<file path="src/rtl/prc_seg_fetch.sv">
// Packet Read Controller front end: buffers packet-fetch descriptors from the
// scheduler and expands each one into per-segment read requests toward packet
// memory. Issue is throttled by an outstanding-read credit counter that is
// replenished by read completions.
module prc_seg_fetch #(
    parameter int SEG_PTR_W     = 16,
    parameter int LEN_W         = 14,
    parameter int PORT_W        = 5,
    parameter int SEG_BYTES_LG2 = 8,
    parameter int DESC_DEPTH    = 4,
    parameter int MAX_OUT       = 8
) (
    input  logic                     i_clk,
    input  logic                     i_rst,
    input  logic                     i_pfs_req_valid,
    output logic                     o_pfs_req_ready,
    input  logic [SEG_PTR_W-1:0]     i_pfs_req_ptr,
    input  logic [LEN_W-1:0]         i_pfs_req_len,
    input  logic [PORT_W-1:0]        i_pfs_req_port,
    output logic                     o_rd_valid,
    input  logic                     i_rd_ready,
    output logic [SEG_PTR_W-1:0]     o_rd_ptr,
    output logic [PORT_W-1:0]        o_rd_port,
    output logic                     o_rd_sop,
    output logic                     o_rd_eop,
    output logic [SEG_BYTES_LG2:0]   o_rd_bytes,
    input  logic                     i_rd_cpl,
    output logic                     o_pkt_done,
    output logic                     o_err_zero_len,
    output logic                     o_err_cpl
);

    localparam int AW      = $clog2(DESC_DEPTH);
    localparam int DESC_W  = SEG_PTR_W + LEN_W + PORT_W;
    localparam int SEG_W   = LEN_W - SEG_BYTES_LG2 + 1;
    localparam int BYTES_W = SEG_BYTES_LG2 + 1;
    localparam int CNT_W   = $clog2(MAX_OUT + 1);
    localparam logic [BYTES_W-1:0] FULL_SEG = {1'b1, {SEG_BYTES_LG2{1'b0}}};

    typedef enum logic [0:0] {IDLE, ISSUE} state_t;

    // Descriptor FIFO storage and pointers (extra MSB distinguishes full from empty)
    logic [DESC_W-1:0]    r_mem [DESC_DEPTH];
    logic [AW:0]          r_wr_ptr;
    logic [AW:0]          r_rd_ptr;

    // Current packet context
    state_t               r_state;
    state_t               w_state_nxt;
    logic [SEG_PTR_W-1:0] r_cur_ptr;
    logic [PORT_W-1:0]    r_cur_port;
    logic [SEG_W-1:0]     r_rem_seg;
    logic [BYTES_W-1:0]   r_last_bytes;
    logic                 r_first;
    logic [CNT_W-1:0]     r_out_cnt;

    logic                 w_empty;
    logic                 w_full;
    logic                 w_push;
    logic                 w_pop;
    logic                 w_load;
    logic                 w_advance;
    logic                 w_fire;
    logic                 w_issue;

    logic [DESC_W-1:0]    w_head;
    logic [SEG_PTR_W-1:0] w_head_ptr;
    logic [LEN_W-1:0]     w_head_len;
    logic [PORT_W-1:0]    w_head_port;
    logic [SEG_BYTES_LG2-1:0] w_head_lo;
    logic [SEG_W-1:0]     w_head_segs;
    logic [BYTES_W-1:0]   w_head_last;
    logic                 w_head_zero;

    // Ready comes only from registered pointer state, so a same-cycle pop never
    // re-opens a full FIFO.
    assign w_empty = (r_wr_ptr == r_rd_ptr);
    assign w_full  = (r_wr_ptr[AW] != r_rd_ptr[AW]) &&
                     (r_wr_ptr[AW-1:0] == r_rd_ptr[AW-1:0]);
    assign o_pfs_req_ready = !w_full;
    assign w_push  = i_pfs_req_valid && !w_full;

    // Decode the head descriptor into segment count and bytes in the last segment
    assign w_head      = r_mem[r_rd_ptr[AW-1:0]];
    assign w_head_ptr  = w_head[DESC_W-1 -: SEG_PTR_W];
    assign w_head_len  = w_head[PORT_W +: LEN_W];
    assign w_head_port = w_head[PORT_W-1:0];
    assign w_head_lo   = w_head_len[SEG_BYTES_LG2-1:0];
    assign w_head_segs = SEG_W'(w_head_len[LEN_W-1:SEG_BYTES_LG2]) + SEG_W'(w_head_lo != '0);
    assign w_head_last = (w_head_lo == '0) ? FULL_SEG : {1'b0, w_head_lo};
    assign w_head_zero = (w_head_len == '0);

    // A completion in the same cycle frees a credit. Without a fire the counter
    // cannot grow, so a raised rd_valid stays up until it is accepted.
    assign w_issue    = (r_state == ISSUE);
    assign o_rd_valid = w_issue && ((r_out_cnt < CNT_W'(MAX_OUT)) || i_rd_cpl);
    assign w_fire     = o_rd_valid && i_rd_ready;
    assign o_rd_ptr   = r_cur_ptr;
    assign o_rd_port  = r_cur_port;
    assign o_rd_sop   = w_issue && r_first;
    assign o_rd_eop   = w_issue && (r_rem_seg == SEG_W'(1));
    assign o_rd_bytes = !w_issue ? '0 : (o_rd_eop ? r_last_bytes : FULL_SEG);
    assign o_err_cpl  = i_rd_cpl && !w_fire && (r_out_cnt == '0);

    // Storage is write-only on push; it needs no reset because pointers gate reads
    always_ff @(posedge i_clk) begin
        if (w_push) begin
            r_mem[r_wr_ptr[AW-1:0]] <= {i_pfs_req_ptr, i_pfs_req_len, i_pfs_req_port};
        end
    end

    // FIFO pointer update; reset discards every queued descriptor
    always_ff @(posedge i_clk) begin
        if (i_rst) begin
            r_wr_ptr <= '0;
            r_rd_ptr <= '0;
        end else begin
            if (w_push) r_wr_ptr <= r_wr_ptr + (AW+1)'(1);
            if (w_pop)  r_rd_ptr <= r_rd_ptr + (AW+1)'(1);
        end
    end

    // State register
    always_ff @(posedge i_clk) begin
        if (i_rst) r_state <= IDLE;
        else       r_state <= w_state_nxt;
    end

    // Next-state: pop in IDLE, or on the last fire for zero-bubble back-to-back
    always_comb begin
        w_state_nxt    = r_state;
        w_pop          = 1'b0;
        w_load         = 1'b0;
        w_advance      = 1'b0;
        o_pkt_done     = 1'b0;
        o_err_zero_len = 1'b0;
        case (r_state)
            IDLE: begin
                if (!w_empty) begin
                    w_pop = 1'b1;
                    if (w_head_zero) begin
                        o_err_zero_len = 1'b1;
                    end else begin
                        w_load      = 1'b1;
                        w_state_nxt = ISSUE;
                    end
                end
            end
            ISSUE: begin
                if (w_fire) begin
                    if (o_rd_eop) begin
                        o_pkt_done = 1'b1;
                        if (!w_empty) begin
                            w_pop = 1'b1;
                            if (w_head_zero) begin
                                o_err_zero_len = 1'b1;
                                w_state_nxt    = IDLE;
                            end else begin
                                w_load = 1'b1;
                            end
                        end else begin
                            w_state_nxt = IDLE;
                        end
                    end else begin
                        w_advance = 1'b1;
                    end
                end
            end
            default: w_state_nxt = IDLE;
        endcase
    end

    // Packet context: load a fresh descriptor or step to the next segment
    always_ff @(posedge i_clk) begin
        if (i_rst) begin
            r_cur_ptr    <= '0;
            r_cur_port   <= '0;
            r_rem_seg    <= '0;
            r_last_bytes <= '0;
            r_first      <= 1'b0;
        end else if (w_load) begin
            r_cur_ptr    <= w_head_ptr;
            r_cur_port   <= w_head_port;
            r_rem_seg    <= w_head_segs;
            r_last_bytes <= w_head_last;
            r_first      <= 1'b1;
        end else if (w_advance) begin
            r_cur_ptr    <= r_cur_ptr + SEG_PTR_W'(1);
            r_rem_seg    <= r_rem_seg - SEG_W'(1);
            r_first      <= 1'b0;
        end
    end

    // Outstanding-read credits: fire adds, completion returns, both cancel out
    always_ff @(posedge i_clk) begin
        if (i_rst) begin
            r_out_cnt <= '0;
        end else if (w_fire && !i_rd_cpl) begin
            r_out_cnt <= r_out_cnt + CNT_W'(1);
        end else if (!w_fire && i_rd_cpl && (r_out_cnt != '0)) begin
            r_out_cnt <= r_out_cnt - CNT_W'(1);
        end
    end

endmodule
</file>
<file path="config.mk">
export PLATFORM = sky130hd
export DESIGN_NAME = prc_seg_fetch
export DESIGN_NICKNAME = d
export VERILOG_FILES = /design/src/rtl/prc_seg_fetch.sv
export SDC_FILE = /design/constraint.sdc
export NUM_CORES = 1
export LEC_CHECK = 0
export CORE_UTILIZATION = 60
export CTS_CLUSTER_SIZE = 28
export DETAILED_ROUTE_END_ITERATION = 8
export PLACE_DENSITY = 0.83
export SLEW_MARGIN = 20
export SYNTH_ARGS = -nofsm -noshare
export SYNTH_HDL_FRONTEND = slang
export SYNTH_SLANG_ARGS = --single-unit
</file>
<file path="constraint.sdc">
create_clock -name i_clk -period 5.6 [get_ports i_clk]
set_input_delay 1.4 -clock i_clk [delete_from_list [all_inputs] [get_ports i_clk]]
set_output_delay 1.4 -clock i_clk [all_outputs]
set_load 0.03 [all_outputs]
</file>
# Yosys cells after proc, flatten, opt, wreduce, memory -nomap -nowiden

Memory sizes are Yosys's and may differ from the RTL's. A register that Yosys moved wholly into a read port is not among the register bits.
Index checks and enable logic that the tools add are counted.

Register bits: 49
Bits in writable memories: 140
Bits of input ports: 40
Logic and storage cells: 82
Memories: 1

Add/sub/neg operators: 7
Magnitude comparators: 1
Equality and inequality tests: 4
Muxes and demuxes: 38
Bitwise logic cells: 1
Reduce and logical (&&, ||, !) cells: 21

Memories:

| memory | words | bits a word | rd ports | clocked after Yosys merged registers in | write ports | RTL line | RTL |
|---|---|---|---|---|---|---|---|
| r_mem  | 4     | 35          | 1        | 1                                       | 1           | 43       | `logic [DESC_W-1:0] r_mem [DESC_DEPTH];` |

Operators by type and width:

| cell                  | number |
|---|---|
| $mux 16               | 2 |
| $mux 9                | 3 |
| $mux 1                | 23 |
| $add 16x1->16 const B | 1 |
| $logic_not 14->1      | 1 |
| $mux 7                | 2 |
| $logic_and 1x1->1     | 10 |
| $logic_not 8->1       | 1 |
| $mux 4                | 2 |
| $pmux 1 s2            | 4 |
| $reduce_bool 8->1     | 1 |
| $add 6x1->7           | 1 |
| $eq 7x1->1 const B    | 1 |
| $sub 7x1->7 const B   | 1 |
| $add 3x1->3 const B   | 2 |
| $add 4x1->4 const B   | 1 |
| $logic_not 4->1       | 1 |
| $lt 4x4->1 const B    | 1 |
| $mux 2                | 2 |
| $reduce_bool 2->1     | 2 |
| $reduce_bool 4->1     | 1 |
| $sub 4x1->4 const B   | 1 |
| $eq 3x3->1            | 1 |
| $logic_not 1->1       | 3 |
| other kinds (4)       | 4 |

# Longest topological paths before layout

Gate-level depths: netlist of run 1.

Word-level depth: 9
Depth in mapped cells: 11
Depth with buffers taken out: 9

# Worst setup path after synthesis of run 1

OpenSTA, ideal clock, no wires.

Path type: in2out
Start point: in i_rd_ready
End point: out o_err_zero_len
Arrival: 2.504 ns
Data required time: 4.200 ns
Path slack: 1.696 ns
Stages on the path: 5
Cell sequence: and2_1 a41o_1 nand2_2 clkbuf_1 nor2_1

Word-level cells in the longest chain between the ends: 3

RTL lines:

| item              | RTL line | RTL |
|---|---|---|
| start, declared   | 21       | `input logic i_rd_ready,` |
| $logic_and 1x1->1 | 97       | `assign w_fire = o_rd_valid && i_rd_ready;` |
| $mux 1            | 150      | `if (w_fire) begin` |
| $pmux 1 s2        | 137      | `case (r_state)` |
| end, declared     | 29       | `output logic o_err_zero_len,` |

No other way between the ends.

==> metrics.yaml, run 1 <==
required_ns: 4.20
crit_path_end_kind: "primary output"
grtUsageMet2_pct: 46.54
wl_per_cell_um: 22.69
fp-row-count: 41
post_cts_buffers: 0
pwr-share-clk_pct: 26.2
track_usage_pct: 27.52
p_int_mw: 2.903
crit_fanout: 22
slew_viol_final: 0
finalHoldViolations: 0
hpwl_mm: 10.92
synth.largest_area_cell: "edfxtp_1"
dieArea_mm2: 0.01391
initial_core_util_pct: 62.65
grt_overflow: 0
boundaryPins: 77
synth_cell_types: 61
cts_root_buffer: "clkbuf_16"
antenna_found_initial: 0
numPortBuffers: 76
tns_ns: 0
dr.first_iter.drc_count: 596
rsz0062_at_grt: "no"
relSlewSlack_pct: 29.07
area_delta_synth_final_pct: 17.78
fin_crit_ns: 4.910
p_leak_nw: 3.095
p_sw_share_pct: 34.15
seq_power_share_pct: 42.8
yosys_warnings: 0
max_slew.worst_pin.slew_ns: 1.064
chipWidth_um: 118.0
fin_worst_skew_ns: 0.009270
drive_above_1_share_pct: 15.89
grt_pass1_wl_mm: 28.63
period_share_pct: 87.67
grt-busiest-layer: "met2"
cp_slowest_cell: "dfxtp_2"
grtUsageMet3_pct: 4.651
peakVddDrop_v: 0.0002560
firstDrtPassIters: 5
grt_max_degree: 45
cts_tree: "done"
dieHeight_um: 118.0
routed_wl_mm: 18.04
cp_cell_sequence: "mux4_1 -> nor4_2 -> nand4_2 -> nor2_1 -> clkdlybuf4s50_1"
start_kind: "register"
cts.clk_slew.worst_paths_ns: 0.07
post_cts_resized: 0
diodes: 0
switching_power_mw: 1.506
drv_cap: 0
grt_util_met1_pct: 35.47
syn-cell-area_mm2: 0.008066
synthCells: 534
cts_buffers: 17
grt_pass1_vias: 5226
p_comb_share_pct: 31.0
core_area_mm2: 0.01288
syn_nets: 587
status: "finished clean"
clk_path_buf_depth: 2
fmaxAchievable_mhz: 203.7
clk-insertion-delay-late_ns: 0.44
powerDensity_mw_per_mm2: 464.1
ff2ff_setup_slack_ns: 1.89
place.gp.congestion: 0.8299
synth_edf_count: 140
synth_top_area_share_pct: 52.12
ys_top_cells_by_area: "edfxtp_1 (52%), dfxtp_1 (13%), mux4_2 (8.4%), ha_1 (1.9%), xnor2_1 (1.8%)"
cts_sinks: 191
synthFlopType: "edfxtp_1"
drcViolationCount: 0
critPathArrivalTime_ns: 3.51
syn_area_per_cell_um2: 15.11
ctsHoldBuffers: 0
vias_per_cell: 6.385
fin_nets: 663
htree_num_levels: 4
crit_type: "register to primary output"
ys_seq_area_share_pct: 64.77
power_mw: 4.409
final_antenna_net_count: 0
slowest_delay_ns: 0.80
yosys_register_bits: 191
setup_viol: 0
hold_class: "register to register"
vias: 5076
async_flop_share_pct: 0
==> area by class of cell <==
| class | count | area [um^2] |
|---|---|---|
| multi-input cells | 300 | 2606 |
| flip-flops and latches | 191 | 5226 |
| well taps | 172 | 215.2 |
| fillers | 797 | 3376 |
| repair buffers | 88 | 845.8 |
| inverters | 12 | 45.04 |
| clock buffers | 17 | 425.4 |
| clock inverters | 15 | 136.4 |
==> flip-flops by register name, indices dropped and copies added (netlist names), named ones only <==
| name | flops |
|---|---|
| r_state | 1 |
| r_wr_ptr | 3 |
| r_rem_seg | 7 |
| o_rd_ptr | 16 |
| r_out_cnt | 4 |
| o_rd_port | 5 |
| r_first | 1 |
| r_mem | 140 |
| r_last_bytes | 9 |
| r_rd_ptr | 3 |
==> cells in the mapped netlist, types with 3 or more instances <==
| library cell | instances |
|---|---|
| clkbuf_1 | 12 |
| a21oi_1 | 19 |
| a211oi_2 | 10 |
| mux4_2 | 30 |
| nand3_1 | 22 |
| dfxtp_1 | 51 |
| mux4_1 | 5 |
| inv_1 | 12 |
| and2_1 | 11 |
| and3_1 | 10 |
| xor2_1 | 8 |
| or3_1 | 8 |
| buf_6 | 5 |
| xnor2_1 | 17 |
| nor3_1 | 19 |
| a31oi_1 | 7 |
| edfxtp_1 | 140 |
| nor4_1 | 8 |
| o21ai_0 | 16 |
| nand2_1 | 22 |
| nor2_1 | 20 |
| o31ai_1 | 6 |
| buf_2 | 8 |
| ha_1 | 12 |
| nand4_1 | 6 |
| buf_1 | 3 |
==> cells in the final DEF, fill, tap and decap left out, drive strengths merged, types with 12 or more instances in the layout <==
cell type,n
a21oi,19
and2,12
buf,13
clkbuf,17
clkdlybuf4s50,75
dfxtp,51
edfxtp,140
ha,12
inv,16
mux4,35
nand2,24
nand3,23
nor2,21
nor3,19
o21ai,18
xnor2,17
==> worst max-delay path: cells and delay by family, from the launching register on <==
family / cells / cell delay [ns]
buf+inv: 1 / 0.69
flops: 1 / 0.80
mux: 1 / 0.69
simple gates: 3 / 0.89
==> power groups by stage <==
stage                     combinational (mW)  sequential, mW  clock (mW)
after floorplan                        0.891            1.94           0
after global placement                  1.29            1.90           0
after detailed placement                1.34            1.91           0
after CTS                               1.36            1.89        1.17
after global routing                    1.46            1.91        1.22
final                                   1.37            1.89        1.16
==> layer usage <==
layer / vias up / routed length (um)
met1: 2558 / 7226
met4: 0 / 326
met5: - / 0
li1: 2248 / -
met2: 237 / 9276
met3: 33 / 1213
==> cells by family after synthesis <==
kind of cell,share of synthesized area [%]
AOI/OAI and AO/OA,7.089
xor gates and xnor gates,2.714
adders and majority gates,2.109
buffers and inverters,2.916
DFF,64.77
muxes,10.25
and+or+nand+nor,10.14
==> final timing paths <==
| path | startpoint | cells after the start | endpoint |
|---|---|---|---|
| setup / recovery | register | 5 | o_err_zero_len |
| hold / removal | r_first | 2 | r_first |
| setup reg to reg | register | 6 | o_rd_ptr[5] |
| hold reg to reg | r_first | 2 | r_first |
==> per-stage QoR <==
step,cells,hold slack [ns],setup slack [ns],instance area (um^2),utilization (%)
final,795,0.4517,0.6903,9500,73.78
after global routing,795,0.4789,0.4860,9500,73.78
after CTS,795,0.4538,0.6477,9500,73.78
after detailed placement,763,0.4444,0.9344,8939,69.42
after global placement,763,0.4376,0.9233,8939,69.42
after floorplan,534,0.4317,1.696,8066,-
Power figures use the tool's default switching activity.
==> inputs of run 2 (changes only) <==
--- a/config.mk
+++ b/config.mk
@@ -9,6 +9,8 @@
 export CTS_CLUSTER_SIZE = 28
 export DETAILED_ROUTE_END_ITERATION = 8
 export PLACE_DENSITY = 0.83
+export RECOVER_POWER = 100
+export SETUP_SLACK_MARGIN = 0.2
 export SLEW_MARGIN = 20
 export SYNTH_ARGS = -nofsm -noshare
 export SYNTH_HDL_FRONTEND = slang
==> run 2 against run 1 <==
Compared with the run above:
- the run now ends with capacitance limit, slew limit left
- non-clock buffer count stayed put
- count of clock-buffer cells in the layout stayed put
- hold slack got worse by 0.00080 ns
- routed wire length down 0.14%
- global-route usage unchanged
- power is 1.3% lower
- largest cell class unchanged
- register-to-register slack worse by 0.21 ns
- fmax down 1.5%
==> metrics.yaml, run 2 (synthesis results as in run 1) <==
drv_cap: 4  # was 0
ctsHoldBuffers: 0  # unchanged
finalHoldViolations: 0  # unchanged
fmaxAchievable_mhz: 200.6  # was 203.7 MHz
largest_register_ff_count: 140  # unchanged
post_cts_resized: 0  # unchanged
dieArea_mm2: 0.01391  # unchanged
grt_pass1_wl_mm: 28.63  # unchanged
crit_type: "register to primary output"  # unchanged
cts_root_buffer: "clkbuf_16"  # unchanged
clk-insertion-delay-late_ns: 0.44  # about the same
ff2ff_setup_slack_ns: 1.68  # was 1.89 ns
htree_num_levels: 4  # unchanged
r2r-end: "o_rd_ptr[5]"  # unchanged
powerDensity_mw_per_mm2: 460.6  # was 464.1 mW/mm^2
multi_input_area_mm2: 0.002576  # was 0.002606 mm^2
peakVddDrop_v: 0.0002547  # was 0.0002560 V
instances_no_fill: 795  # unchanged
hpwl_mm: 10.92  # unchanged
crit_path_end_kind: "primary output"  # unchanged
period_share_pct: 89.01  # was 87.67%
final_cell_mix: "edfxtp_1 (140), dlygate4sd3_1 (73), dfxtp_1 (50)"  # was edfxtp_1 (140), clkdlybuf4s50_1 (75), dfxtp_1 (50)
routed_wl_mm: 18.02  # was 18.04 mm
vias: 5103  # was 5076
place.gp.congestion: 0.8299  # unchanged
fin_worst_skew_ns: 0.007480  # was 0.009270 ns
switching_power_mw: 1.490  # was 1.506 mW
vias_per_cell: 6.419  # was 6.385
cts_sinks: 191  # unchanged
critPathArrivalTime_ns: 3.58  # was 3.51 ns
clk_path_buf_depth: 2  # unchanged
grt_max_degree: 45  # unchanged
numPortBuffers: 76  # unchanged
fin_nets: 663  # unchanged
diodes: 0  # unchanged
drive_above_1_share_pct: 13.96  # was 15.89%
dieHeight_um: 118.0  # unchanged
grt_pass1_vias: 5226  # unchanged
crit_fanout: 22  # unchanged
max_slew.worst_pin.slew_ns: 2.496  # was 1.064 ns
setup_slack_ns: 0.6155  # was 0.6903 ns
grt_overflow: 0  # unchanged
core_area_mm2: 0.01288  # unchanged
timing.hold.ws_ns: 0.4509  # was 0.4517 ns
hold_class: "register to register"  # unchanged
p_leak_nw: 3.166  # was 3.095 nW
wl_per_cell_um: 22.66  # was 22.69 um
slew_viol_final: 145  # was 0
p_sw_share_pct: 34.24  # was 34.15%
cts.clk_slew.worst_paths_ns: 0.07  # about the same
drcViolationCount: 0  # unchanged
area_delta_synth_final_pct: 17.12  # was 17.78%
final_antenna_net_count: 0  # unchanged
seq_power_share_pct: 43.4  # was 42.8%
whs_path_depth: 2  # unchanged
violations: "capacitance limit, slew limit"
dr.first_iter.drc_count: 544  # was 596
placed_cells: 763  # unchanged
fin_crit_ns: 4.985  # was 4.910 ns
tns_ns: 0  # unchanged
cts_tree: "done"  # unchanged
rsz0062_at_grt: "no"  # unchanged
fp-row-count: 41  # unchanged
status: "finished, violations left"  # was finished clean
start_kind: "register"  # unchanged
final_common_cell: "edfxtp_1"  # unchanged
holdCritStartpoint: "r_first"  # unchanged
chipWidth_um: 118.0  # unchanged
relSlewSlack_pct: -66.43  # was 29.07%
antenna_found_initial: 0  # unchanged
pwr-share-clk_pct: 26.5  # was 26.2%
min_to: "r_first"  # unchanged
rr_worst_depth: 6  # unchanged
p_int_mw: 2.862  # was 2.903 mW
cts_buffers: 17  # unchanged
post_cts_buffers: 0  # unchanged
final_util_pct: 73.37  # was 73.78%
required_ns: 4.20  # about the same
detailedPlace.worstSlack_ns: 0.9344  # unchanged
p_comb_share_pct: 30.1  # was 31.0%
firstDrtPassIters: 5  # unchanged
boundaryPins: 77  # unchanged
track_usage_pct: 27.52  # unchanged
n_fill_cell: 812  # was 797
setup_viol: 0  # unchanged
seqCellArea_mm2: 0.005226  # unchanged
initial_core_util_pct: 62.65  # unchanged
run 2: changes by cell type in the layout (fill, tap and decap cells not counted), moves of 2 or more:
| cell | delta |
|---|---|
| clkdlybuf4s50_1 | -73 |
| dlygate4sd3_1 | +73 |
| and2_0 | +6 |
| and2_1 | -6 |
| buf_4 | -6 |
| clkbuf_1 | +6 |
| a2111oi_0 | +2 |
| a2111oi_2 | -2 |
| o21ai_0 | +2 |
| o21ai_1 | -2 |
run 2: metal layers:
layer	share of wire [%]	global-route usage (%)	up-vias
met5	0	0	-
li1	-	-	2248
met4	1.7	11.14	0
met1	40	35.47	2570
met3	6.9	4.651	29
met2	51	46.54	256
run 2: worst max-delay path by stage:
stage	from	end	slack (ns)	depth (start not counted)
finish	register	o_err_zero_len	0.62	5
global placement	i_rd_cpl	o_err_zero_len	0.92	6
floorplan	i_rd_ready	o_err_zero_len	1.70	5
global route	register	o_err_zero_len	0.43	5
CTS	register	o_err_zero_len	0.65	5
detailed placement	i_rd_cpl	o_err_zero_len	0.93	6
run 2: final cells by class:
cell class | instances | share of cell area [%]
Clock buffer | 17 | 4.503
Clock inverter | 15 | 1.444
Inverter | 12 | 0.4768
Multi-Input combinational cell | 300 | 27.27
Sequential cell | 191 | 55.32
Tap cell | 172 | 2.278
Timing Repair Buffer | 88 | 8.714
run 2: worst max-delay path, stage by stage (launching register included):
cell and delay [ns]:
dfxtp_2 0.81, mux4_1 0.69, nor4_2 0.53, nand4_2 0.19
nor2_1 0.16, dlygate4sd3_1 0.76
run 2: power groups by stage:
stage / sequential [mW] / combinational, mW / clock (mW)
2_1_floorplan: 1.94 / 0.891 / 0
3_3_place_gp: 1.90 / 1.29 / 0
3_5_place_dp: 1.91 / 1.34 / 0
4_1_cts: 1.89 / 1.36 / 1.17
5_1_grt: 1.91 / 1.41 / 1.22
6_report: 1.89 / 1.31 / 1.15
run 2: through the flow:
stage | instance area [um^2] | total power, mW
3_3_place_gp | 8939 | 3.191
2_1_floorplan | 8066 | 2.830
5_1_grt | 9448 | 4.543
6_report | 9448 | 4.352
3_5_place_dp | 8939 | 3.248
4_1_cts | 9500 | 4.412
==> inputs of run 3 (changes only) <==
==> constraint.sdc (replaced) <==
create_clock -name i_clk -period 6.4 [get_ports i_clk]
set_input_delay 1.6 -clock i_clk [delete_from_list [all_inputs] [get_ports i_clk]]
set_output_delay 1.6 -clock i_clk [all_outputs]
set_load 0.03 [all_outputs]
==> run 3 against run 2 <==
Compared with the run above:
- the flow still finishes with violations (capacitance limit, slew limit)
- final cell count shrank 0.38%
- utilization grew 0.25 points
- clock skew grew 0.0013 ns
- clock power is essentially flat
- non-clock buffer count shrank 3
- die area is the same
- register-to-register slack gained 0.10 ns
- power shrank 9.8%
- first-iteration DRC count grew 0.55%
- via count is essentially flat
- flip-flop and latch count is the same
- cell area grew 0.34%
- largest power group unchanged
==> metrics.yaml, run 3 (synthesis results as in run 1) <==
cts_sinks: 191  # unchanged
crit_path_end_kind: "primary output"  # unchanged
cp_cell_sequence: "mux4_1 -> nor4_1 -> nand4_2 -> nor2_1 -> clkdlybuf4s50_1"  # was mux4_1 -> nor4_2 -> nand4_2 -> nor2_1 -> dlygate4sd3_1
fin_worst_skew_ns: 0.008756  # was 0.007480 ns
cts_tree: "done"  # unchanged
diodes: 0  # unchanged
crit_type: "register to primary output"  # unchanged
dr_wl_met3_mm: 1.241  # was 1.237 mm
grt_pass1_vias: 5353  # was 5226
start_kind: "register"  # unchanged
vias_per_cell: 6.439  # was 6.419
fp-row-count: 41  # unchanged
cts_buffers: 17  # unchanged
critical_path.top_delay_family: "simple AND/OR/NAND/NOR gates"  # unchanged
p_leak_nw: 3.201  # was 3.166 nW
power_mw: 3.924  # was 4.352 mW
rsz0062_at_grt: "no"  # unchanged
hold_class: "register to register"  # unchanged
pwr-share-clk_pct: 29.5  # was 26.5%
period_share_pct: 86.94
cts_root_buffer: "clkbuf_16"  # unchanged
slew_viol_final: 145  # unchanged
antenna_found_initial: 0  # unchanged
clk-insertion-delay-late_ns: 0.44  # about the same
ctsHoldBuffers: 0  # unchanged
dr.first_iter.drc_count: 547  # was 544
required_ns: 4.80  # was 4.20 ns
htree_num_levels: 4  # unchanged
drcViolationCount: 0  # unchanged
numPortBuffers: 76  # unchanged
p_sw_share_pct: 32.23  # was 34.24%
boundaryPins: 77  # unchanged
setup_viol: 0  # unchanged
peakVddDrop_v: 0.0003344  # was 0.0002547 V
dieArea_mm2: 0.01391  # unchanged
firstDrtPassIters: 5  # unchanged
route.met2.wl_mm: 8.997  # was 9.197 mm
grt_max_degree: 45  # unchanged
post_cts_buffers: 0  # unchanged
grt_overflow: 0  # unchanged
finalHoldViolations: 0  # unchanged
place.gp.congestion: 0.7734  # was 0.8299
cp.buffers_inverters: 1  # unchanged
n_fill_cell: 767  # was 812
relSlewSlack_pct: -64.28  # was -66.43%
core_area_mm2: 0.01288  # unchanged
p_int_mw: 2.660  # was 2.862 mW
cp_slowest_cell: "dfxtp_1"  # was dfxtp_2
violations: "capacitance limit, slew limit"  # unchanged
fin_crit_ns: 5.564
p_comb_share_pct: 28.6  # was 30.1%
initial_core_util_pct: 62.65  # unchanged
m1WireLength_mm: 6.758  # was 7.267 mm
tns_ns: 0  # unchanged
clk_path_buf_depth: 2  # unchanged
fin_nets: 660  # was 663
largest_register_ff_count: 140  # unchanged
track_usage_pct: 27.11  # was 27.52%
fmaxAchievable_mhz: 179.7
final_cell_mix: "edfxtp_1 (140), dlygate4sd3_1 (72), dfxtp_1 (51)"  # was edfxtp_1 (140), dlygate4sd3_1 (73), dfxtp_1 (50)
seq_power_share_pct: 41.9  # was 43.4%
vias: 5100  # was 5103
grt_pass1_wl_mm: 28.10  # was 28.63 mm
crit_fanout: 17  # was 22
max_slew.worst_pin.slew_ns: 2.464  # was 2.496 ns
drive_above_1_share_pct: 11.94  # was 13.96%
routed_wl_mm: 17.49  # was 18.02 mm
final_antenna_net_count: 0  # unchanged
dieHeight_um: 118.0  # unchanged
post_cts_resized: 0  # unchanged
topRoutingLayerUsed: "met4"  # unchanged
status: "finished, violations left"  # unchanged
area_delta_synth_final_pct: 17.53  # was 17.12%
switching_power_mw: 1.265  # was 1.490 mW
hpwl_mm: 10.48  # was 10.92 mm
drv_cap: 4  # unchanged
powerDensity_mw_per_mm2: 413.9  # was 460.6 mW/mm^2
critPathArrivalTime_ns: 3.96  # was 3.58 ns
cts.clk_slew.worst_paths_ns: 0.07  # about the same
wl_per_cell_um: 22.09  # was 22.66 um
slowest_delay_ns: 1.02  # was 0.81 ns
chipWidth_um: 118.0  # unchanged
final_common_cell: "edfxtp_1"  # unchanged
## run 3: worst register-to-register path, delay by kind of cell (launching register included)
family | cells | cell delay [ns]
simple gates | 3 | 2.28
compound gates | 1 | 0.49
flops | 1 | 1.02
mux | 1 | 0.69
## run 3: path summary, 6_finish.rpt
kind	start	to	slack (ns)	cells after the start
max	register	o_err_zero_len	0.84	5
min	r_first	r_first	0.45	2
max reg2reg	register	r_rem_seg[2]	1.78	5
min reg2reg	r_first	r_first	0.45	2
## run 3: cell type report
cell class | count | area, um^2 | share of cell area, %
clock buffers | 20 | 446.7 | 4.712
clock inverters | 12 | 206.4 | 2.178
well taps | 172 | 215.2 | 2.270
multi-input cells | 300 | 2534 | 26.73
inverters | 12 | 45.04 | 0.4751
repair buffers | 85 | 808.3 | 8.526
flip-flops and latches | 191 | 5225 | 55.11
## run 3: layer usage
metal	vias up	global-route usage (%)
met5	-	0
met1	2532	32.77
met2	281	45.55
met3	51	6.492
met4	0	13.62
li1	2236	-
## run 3: stage by stage
step           std cells  util (%)  worst slack, ns  area, um^2  hold WS (ns)
2_1_floorplan        534         -            2.096        8066        0.4317
6_report             792     73.63           0.8358        9480        0.4530
4_1_cts              792     74.33            1.271        9570        0.4543
3_5_place_dp         760     69.25            1.294        8917        0.4450
5_1_grt              792     73.63           0.6050        9480        0.4851
3_3_place_gp         760     69.25            1.316        8916        0.4389
## run 3: power by group through the flow
stage	Clock (mW)	Combinational, mW	Sequential, mW
floorplan	0	0.780	1.70
global placement	0	1.13	1.66
detailed placement	0	1.16	1.67
CTS	1.16	1.18	1.64
global route	1.22	1.21	1.67
finish	1.16	1.12	1.65
